[src/rtl/booth_pkg.sv]
// Shared types and helpers for the shared Booth multiplier arbiter.
// Holds the controller state encoding, default sizes and the round-robin pick.
package booth_pkg;

    localparam int unsigned N_DEF    = 4;
    localparam int unsigned NREQ_DEF = 4;
    localparam int unsigned MAX_REQ  = 8;

    typedef enum logic [1:0] {
        StIdle,
        StLoad,
        StRun
    } state_e;

    typedef struct packed {
        logic       found;
        logic [2:0] idx;
    } pick_t;

    // First set request at or after ptr, wrapping within nreq requesters.
    function automatic pick_t rr_pick(input logic [MAX_REQ-1:0] req,
                                      input logic [2:0]         ptr,
                                      input int unsigned        nreq);
        pick_t       res;
        int unsigned cand;
        logic [2:0]  cand3;
        res = '0;
        for (int unsigned i = 0; i < MAX_REQ; i++) begin
            cand  = (32'(ptr) + i) % nreq;
            cand3 = 3'(cand);
            if ((i < nreq) && !res.found && req[cand3]) begin
                res.found = 1'b1;
                res.idx   = cand3;
            end
        end
        return res;
    endfunction

endpackage

[src/rtl/booth_mul_core.sv]
// Sequential radix-2 Booth multiplier: one cycle per plain shift, two per add/sub+shift.
// No reset; load clears done and restarts the job.
module booth_mul_core #(
    parameter int unsigned N = 4
) (
    input  logic           clk,
    input  logic           load,
    input  logic [N-1:0]   a,
    input  logic [N-1:0]   b,
    output logic [2*N-1:0] rez,
    output logic           done
);

    localparam int unsigned CW = $clog2(N + 1);

    // One guard bit in the accumulator keeps -min * -min from overflowing.
    logic [N:0]    r_acc;
    logic [N:0]    r_m;
    logic [N-1:0]  r_q;
    logic          r_qm1;
    logic [CW-1:0] r_cnt;
    logic          r_phase;
    logic          r_done;
    logic [1:0]    w_pair;

    assign w_pair = {r_q[0], r_qm1};

    always_ff @(posedge clk) begin
        if (load) begin
            r_acc   <= '0;
            r_m     <= {a[N-1], a};
            r_q     <= b;
            r_qm1   <= 1'b0;
            r_cnt   <= CW'(N);
            r_phase <= 1'b0;
            r_done  <= 1'b0;
        end else if (!r_done) begin
            if (!r_phase && (w_pair == 2'b01)) begin
                r_acc   <= r_acc + r_m;
                r_phase <= 1'b1;
            end else if (!r_phase && (w_pair == 2'b10)) begin
                r_acc   <= r_acc - r_m;
                r_phase <= 1'b1;
            end else begin
                {r_acc, r_q, r_qm1} <= {r_acc[N], r_acc, r_q};
                r_phase <= 1'b0;
                r_cnt   <= r_cnt - CW'(1);
                if (r_cnt == CW'(1)) begin
                    r_done <= 1'b1;
                end
            end
        end
    end

    assign rez  = {r_acc[N-1:0], r_q};
    assign done = r_done;

endmodule

[src/rtl/booth_mul_arbiter.sv]
// Round-robin front end sharing one sequential Booth multiplier among NREQ requesters.
// Latches the winner's operands at grant and returns the product with a one-hot valid pulse.
module booth_mul_arbiter
    import booth_pkg::*;
#(
    parameter int unsigned N    = N_DEF,
    parameter int unsigned NREQ = NREQ_DEF,
    parameter int unsigned IDXW = $clog2(NREQ)
) (
    input  logic              clk,
    input  logic              rst,
    input  logic [NREQ-1:0]   req,
    input  logic [NREQ*N-1:0] a_bus,
    input  logic [NREQ*N-1:0] b_bus,
    output logic [NREQ-1:0]   gnt,
    output logic [2*N-1:0]    rez,
    output logic [NREQ-1:0]   rez_valid,
    output logic              busy
);

    state_e            r_state;
    state_e            w_next;
    logic [IDXW-1:0]   r_ptr;
    logic [IDXW-1:0]   r_idx;
    logic [N-1:0]      r_a;
    logic [N-1:0]      r_b;
    logic [NREQ-1:0]   r_gnt;
    logic [2*N-1:0]    r_rez;
    logic [NREQ-1:0]   r_rez_valid;

    logic [MAX_REQ-1:0] w_req8;
    pick_t              w_pick;
    logic [IDXW-1:0]    w_win;
    logic [IDXW-1:0]    w_ptr_next;
    logic               w_load;
    logic               w_busy;
    logic [2*N-1:0]     w_core_rez;
    logic               w_core_done;

    always_comb begin
        w_req8             = '0;
        w_req8[NREQ-1:0]   = req;
    end

    assign w_pick     = rr_pick(w_req8, 3'(r_ptr), NREQ);
    assign w_win      = IDXW'(w_pick.idx);
    assign w_ptr_next = (r_idx == IDXW'(NREQ - 1)) ? '0 : r_idx + 1'b1;

    always_ff @(posedge clk) begin
        if (rst) begin
            r_state <= StIdle;
        end else begin
            r_state <= w_next;
        end
    end

    // Core done is stale until the load edge clears it, so only RUN looks at it.
    always_comb begin
        w_next = r_state;
        unique case (r_state)
            StIdle:  if (w_pick.found) w_next = StLoad;
            StLoad:  w_next = StRun;
            StRun:   if (w_core_done) w_next = StIdle;
            default: w_next = StIdle;
        endcase
    end

    always_comb begin
        w_load = 1'b0;
        w_busy = 1'b0;
        unique case (r_state)
            StIdle:  w_busy = 1'b0;
            StLoad:  begin
                w_load = 1'b1;
                w_busy = 1'b1;
            end
            StRun:   w_busy = 1'b1;
            default: w_busy = 1'b0;
        endcase
    end

    always_ff @(posedge clk) begin
        if (rst) begin
            r_ptr       <= '0;
            r_idx       <= '0;
            r_a         <= '0;
            r_b         <= '0;
            r_gnt       <= '0;
            r_rez       <= '0;
            r_rez_valid <= '0;
        end else begin
            r_rez_valid <= '0;
            if ((r_state == StIdle) && w_pick.found) begin
                r_idx <= w_win;
                r_a   <= a_bus[N*int'(w_win) +: N];
                r_b   <= b_bus[N*int'(w_win) +: N];
                r_gnt <= NREQ'(1) << w_win;
            end
            if ((r_state == StRun) && w_core_done) begin
                r_rez       <= w_core_rez;
                r_rez_valid <= NREQ'(1) << r_idx;
                r_gnt       <= '0;
                r_ptr       <= w_ptr_next;
            end
        end
    end

    booth_mul_core #(
        .N (N)
    ) u_core (
        .clk  (clk),
        .load (w_load),
        .a    (r_a),
        .b    (r_b),
        .rez  (w_core_rez),
        .done (w_core_done)
    );

    assign gnt       = r_gnt;
    assign rez       = r_rez;
    assign rez_valid = r_rez_valid;
    assign busy      = w_busy;

endmodule

[config.mk]
export PLATFORM = sky130hd
export DESIGN_NAME = booth_mul_arbiter
export DESIGN_NICKNAME = d
export VERILOG_FILES = /design/src/rtl/booth_pkg.sv /design/src/rtl/booth_mul_core.sv /design/src/rtl/booth_mul_arbiter.sv
export SDC_FILE = /design/constraint.sdc
export NUM_CORES = 1
export LEC_CHECK = 0
export CAP_MARGIN = 20
export CELL_PAD_IN_SITES_DETAIL_PLACEMENT = 0
export CELL_PAD_IN_SITES_GLOBAL_PLACEMENT = 1
export CORE_MARGIN = 2
export CORE_UTILIZATION = 38
export DETAILED_ROUTE_END_ITERATION = 8
export PLACE_DENSITY = 0.76
export SYNTH_ARGS = -nofsm -noshare
export SYNTH_HDL_FRONTEND = slang
export SYNTH_SLANG_ARGS = --single-unit
[constraint.sdc]
create_clock -name clk -period 2.7 [get_ports clk]
set_input_delay 0.54 -clock clk [delete_from_list [all_inputs] [get_ports clk]]
set_output_delay 0.54 -clock clk [all_outputs]
set_load 0.05 [all_outputs]
==> results.md, run 1 <==
- Status: completed
- Initial antenna violation count: 0
- Synth unique cells: 50
- Final Hold Viols: 0
- Starting Density: 0.3938
- Placed instance count: around 380
- Post-synth top cells: 41 x dfxtp_1, 22 x nor2_1, 19 x inv_1
- Post-Layout Cell Count: 392
- Vias: 2015
- Detailed Route Iter0 Violations: 56
- Root buffer cell: clkbuf_8
- Post-synth ARST share: 0
- Fill count: between 600 and 700
- Max-Cap Viols: 0
- TritonCTS clock tree: built
- Final Critical Period: ~2.4 ns
- GRT Overall Usage: 0.1509
- Mapped Area: 2515 um^2
- Setup TNS Final: 0 ns
- Syn_nets: 313
- Power Total: about 2600 uW
- Worst Tran Pin Value: 0.5378 ns
- CTS resizes: 0
- DRT antenna net count: 0
- CTS clk-pin slew, worst paths: 0.10 ns
- CTS H-tree lvls: 2
- Synth Flop Type: dfxtp_1
- Yosys warns: 0
- Ratio of cells with drive above 1 in the final layout: 0.05079
- Postcts setup bufs: 0
- Largest net degree at the start of global routing: 18
- Slew Limit Fails: 0
- First-pass GRT wire length: roughly 8.9 mm
- Arr. time, crit path: 1.86 ns
- HPWL after DPL: about 4 mm
- Cell count of the worst reg-to-reg path: 7
- P_leak: between 0.001 and 0.0015 uW
- Pre-CTS setup slack: ~0.35 ns
- Pwr Density: between 800 and 900 nW/um^2
- Post-synth EDFFs: 8
- Worst Hold Depth: 0
- R2R Path End: u_core.r_acc[4]
- HP Start: r_a[0]
- Final worst slack: approximately 0.3 ns
- Gr ovfl total: 0
- Area of the multi-input gates: about 1300 um^2
- Largest stage delay, worst path: between 0.8 and 0.9 ns
- Cells after synthesis: between 200 and 300
- Hold Path End: u_core.r_m[0]
- DRC errors left: 0
- Slowest cell on the critical path: clkdlybuf4s50_1
- Max FO, Critical Path: 3
- Top delay family on crit path: buffers and inverters
- Peak supply drop: roughly 0.38 mV
- Number of nets in the layout: 368
- Area growth from synthesis to layout: 28.56%
- Buffers and inverters on the worst path: 2
- CTS sink count: just under 50
- F_max: roughly 420 MHz
- Ports: 55
- Avg Cell Area, Syn: 9.710 um^2
- Wirelength, routed: 5.198 mm
- Top-count cell post-synth: dfxtp_1
- Worst setup path class: reg2out
- RSZ-0062 raised after global routing: no
- CP required: between 2 and 2.5 ns
- Max-slew headroom: 0.6403
- Core Box Area: around 6400 um^2
- Worst r2r src: u_core.r_m[0]
- Seq. cell area: 1061 um^2
- Clock skew: between 0.008 and 0.009 ns
- Clock buffer depth: 2
- CP Cell Sequence: inv_1 -> ha_1 -> clkdlybuf4s50_1
- Cell taking the most area after synthesis: dfxtp_1
- # setup viols final: 0
- Final worst path period share: 0.8883
- Vias/cell: roughly 5.1
- RePlAce Congestion: 0.8500
- Vias in the first global route: approximately 1.9k
- Synth top area share: 0.3264
- Ranking of synthesized cells by area: dfxtp_1 33%, edfxtp_1 9.6%, mux2i_1 7.2%, ha_1 7.0%, a21oi_1 3.6%
- Crit start category: flop
- Site row count: 29
- Synth Register Bits: 49
- Hold WC Path Type: reg2reg
- Die ar.: around 7300 um^2
- Antenna Diode Count: 0
- First-pass detailed-route iteration total: 5
- Skew-Pair Late Insertion Delay: 0.30 ns
- CP endpoint kind: output port
- Port Buffers: 54
- Num CTS Buffers: 5
- Die width: 85.35 um
- R2R Setup Slk: around 0.5 ns
- CTS Hold Bufs: 0
- Die H: 85.35 um
- Fin util: 0.5063
- Post-synthesis sequential area ratio: 0.4219
- Routed wire per std cell: 13.26 um
metrics by stage:
stage          hold slack, ns  area, um^2
2_1_floorplan          0.4087        2515
3_3_place_gp           0.4149        3138
3_5_place_dp           0.4237        3138
4_1_cts                0.4464        3233
5_1_grt                0.4581        3233
6_report               0.4431        3233
power breakdown:
group	switching (uW)	internal (uW)	total [uW]
registers	181	934	1120
logic	567	501	1070
clock network	265	189	454
area by class of cell:
class	instances	share of cell area
Tap cell	77	0.02980
Sequential cell	49	0.3282
Clock buffer	5	0.02128
Clock inverter	3	0.008127
Inverter	19	0.02206
Timing Repair Buffer	58	0.1803
Multi-Input combinational cell	181	0.4102
how the worst max path moves through the flow:
stage | end | cells after the start | from
final | busy | 3 | r_state[0]
after global routing | busy | 3 | r_state[0]
after CTS | busy | 3 | r_state[0]
after detailed placement | r_a[0] | 6 | req[1]
after global placement | r_a[2] | 6 | req[0]
after floorplan | u_core.r_acc[4] | 7 | u_core.r_m[0]
cell usage in the layout, fill, tap and decap left out, types with 2 or more instances in the layout:
master / synthesis / layout
xnor2_1: 4 / 4
fa_1: 2 / 2
nand2_1: 13 / 13
o21ai_1: 2 / 2
a211oi_1: 2 / 2
o21bai_1: 2 / 2
o22ai_1: 2 / 2
mux2i_1: 18 / 18
nor2b_1: 6 / 6
buf_4: 2 / 3
edfxtp_1: 8 / 8
dfxtp_1: 41 / 41
clkbuf_8: 0 / 5
nand3_1: 2 / 2
a21o_1: 2 / 2
inv_1: 19 / 19
clkdlybuf4s50_1: 0 / 54
mux2_2: 3 / 3
o221ai_1: 8 / 8
a221oi_1: 4 / 4
and3_1: 2 / 2
o21ai_0: 4 / 4
a22o_1: 6 / 6
nand2b_1: 9 / 9
a211o_1: 2 / 2
nor2_1: 22 / 22
nor3_1: 3 / 3
or3b_1: 3 / 3
nand3b_1: 10 / 10
clkinvlp_4: 0 / 2
ha_1: 14 / 14
a21oi_1: 18 / 18
per-layer routing:
metal	track usage	part of all wire	vias up
met1	0.2143	0.51	902
met2	0.2244	0.42	65
met4	0.04618	0.012	0
met5	0	0	-
li1	-	-	1042
met3	0.03988	0.061	6
sequential cells by signal, indices dropped and copies added, names as in the netlist, 3 cells and up:
signal and count:
rez_valid 4, u_core.r_q 4, r_b 4, u_core.r_m 4
u_core.r_acc 5, u_core.r_cnt 3, rez 8, gnt 4
r_a 4
cells by family (layout without fill, tap and decap cells):
group / count (synthesis) / in the layout / synth area share
mux: 21 / 21 / 0.08507
fa+ha+maj: 16 / 16 / 0.08557
xor+xnor: 5 / 5 / 0.01741
compound gates: 62 / 62 / 0.1741
flops: 49 / 49 / 0.4219
buf+inv: 29 / 85 / 0.05074
simple gates: 77 / 77 / 0.1652
Note: power is estimated with default switching activity, not from simulation.
==> inputs of run 2 (changes only) <==
CORE_MARGIN = default   (was 2)
SKIP_LAST_GASP = 1   (was default)
TNS_END_PERCENT = 1   (was default)
==> run 2 against run 1 <==
  * Clock-buffer cell count is the same
  * Global-route usage increased by 1.3 points
  * Final area stayed put
  * Via count grew 1.1%
  * Setup slack got worse by 0.013 ns
  * Clock skew hardly changed
  * Critical endpoint unchanged
  * Largest power group unchanged
  * Highest routed layer unchanged
==> results.md, run 2 (same netlist as run 1, synthesis figures left out) <==
- Status: completed
- Detailed Route Iter0 Violations: 101 (+80%)
- Arr. time, crit path: 1.87 ns (about the same)
- Num CTS Buffers: 5 (unchanged)
- Most frequent cells in the layout: 54 x clkdlybuf4s50_1, 41 x dfxtp_1, 22 x nor2_1, 19 x inv_1
- RSZ-0062 raised after global routing: no
- Area of the multi-input gates: 1326 um^2 (unchanged)
- CTS resizes: 0 (unchanged)
- Routed wire per std cell: 13.29 um (+0.23%)
- Vias in the first global route: 1943 (+2.0%)
- Worst Tran Pin Value: 0.5709 ns (+0.03304 ns)
- Fill count: 600 (-2.1%)
- Vias: 2038 (+1.1%)
- Ports: 55 (unchanged)
- Initial antenna violation count: 0 (unchanged)
- Root buffer cell: clkbuf_8
- Final worst path period share: 0.8933 (+0.004952)
- Largest stage delay, worst path: 0.81 ns (-0.02 ns)
- Vias/cell: 5.199 (+1.1%)
- Hold WC Path Type: reg2reg
- Ratio of cells with drive above 1 in the final layout: 0.05079 (unchanged)
- # setup viols final: 0 (unchanged)
- Core Box Area: 6386 um^2 (unchanged)
- Port Buffers: 54 (unchanged)
- Max FO, Critical Path: 3 (unchanged)
- CP endpoint kind: output port
- F_max: 414.6 MHz (-0.55%)
- Starting Density: 0.3938 (unchanged)
- Seq. cell area: 1061 um^2 (unchanged)
- Clock buffer depth: 2 (unchanged)
- Number of nets in the layout: 368 (unchanged)
- CTS clk-pin slew, worst paths: 0.10 ns (about the same)
- Commonest non-fill, non-tap cell in the layout: clkdlybuf4s50_1
- CP Cell Sequence: inv_1 -> ha_1 -> clkdlybuf4s50_1
- Clock skew: 0.008962 ns (+0.0004592 ns)
- Site row count: 29 (unchanged)
- Worst setup path class: reg2out
- Crit start category: flop
- CTS Hold Bufs: 0 (unchanged)
- Final Critical Period: 2.412 ns (+0.01337 ns)
- Largest net degree at the start of global routing: 18 (unchanged)
- Gr ovfl total: 0 (unchanged)
- CTS sink count: 49 (unchanged)
- Die width: 83.35 um (-2.3%)
- First-pass GRT wire length: 9.197 mm (+2.9%)
- Die H: 83.35 um (-2.3%)
- Final Hold Viols: 0 (unchanged)
- Largest register FFs: 8 (unchanged)
- DRC errors left: 0 (unchanged)
- Postcts setup bufs: 0 (unchanged)
- HPWL after DPL: 3.937 mm (-2.5%)
- Slew Limit Fails: 0 (unchanged)
- Antenna Diode Count: 0 (unchanged)
- GRT Overall Usage: 0.1639 (+0.01302)
- Peak supply drop: 0.3577 mV (-5.4%)
- Post-Layout Cell Count: 392 (unchanged)
- Pwr Density: 819.0 nW/um^2 (+0.43%)
- Wirelength, routed: 5.210 mm (+0.23%)
- Max-slew headroom: 0.6180 (-0.02231)
- DRT antenna net count: 0 (unchanged)
- RePlAce Congestion: 0.8376 (-1.5%)
- Placed instance count: 384 (unchanged)
- First-pass detailed-route iteration total: 4 (-1)
- Slowest cell on the critical path: clkdlybuf4s50_1
- Fin util: 0.5063 (unchanged)
- P_leak: 0.001258 uW (unchanged)
- Die ar.: 6947 um^2 (-4.6%)
- Skew-Pair Late Insertion Delay: 0.31 ns (about the same)
- Max-Cap Viols: 0 (unchanged)
- CTS H-tree lvls: 2 (unchanged)
- Area growth from synthesis to layout: 28.56% (unchanged)
- Setup TNS Final: 0 ns (unchanged)
- CP required: 2.16 ns (about the same)
- TritonCTS clock tree: built
## run 2: layout make-up
type / instances / area share
clock inverter: 3 / 0.008127
timing repair buffer: 58 / 0.1803
multi-input combinational: 181 / 0.4102
inverter: 19 / 0.02206
sequential: 49 / 0.3282
clock buffer: 5 / 0.02128
tap: 77 / 0.02980
## run 2: final timing paths
check	startpoint	end	slack (ns)	cells past startpoint
hold reg to reg	r_a[0]	u_core.r_m[0]	0.44	0
hold / removal	r_a[0]	u_core.r_m[0]	0.44	0
setup reg to reg	u_core.r_m[0]	u_core.r_acc[4]	0.51	7
setup / recovery	r_state[0]	busy	0.29	3
## run 2: through the flow
stage	hold slack (ns)	area (um^2)	power, uW	worst slack [ns]
3_5_place_dp	0.4201	3138	2206	0.3279
2_1_floorplan	0.4087	2515	1914	0.6244
5_1_grt	0.4563	3233	2876	0.1945
3_3_place_gp	0.4150	3138	2199	0.4003
4_1_cts	0.4434	3233	2667	0.2753
6_report	0.4412	3233	2648	0.2882
## run 2: routing by layer
layer	track usage	vias to the layer above	part of all wire
met5	0	-	0
met4	0.05329	0	0.014
met3	0.04175	7	0.050
met2	0.2481	68	0.42
met1	0.2278	919	0.51
li1	-	1044	-
## run 2: critical path: cells and delay by family (launching register included)
family,cells,cell delay (ns)
buf+inv,2,0.89
flops,1,0.38
fa+ha+maj,1,0.29
## run 2: power breakdown
group          internal (uW)  total, uW  switching, uW
registers                934       1110            179
logic                    502       1070            572
clock network            189        461            272
total                   1630       2650           1020
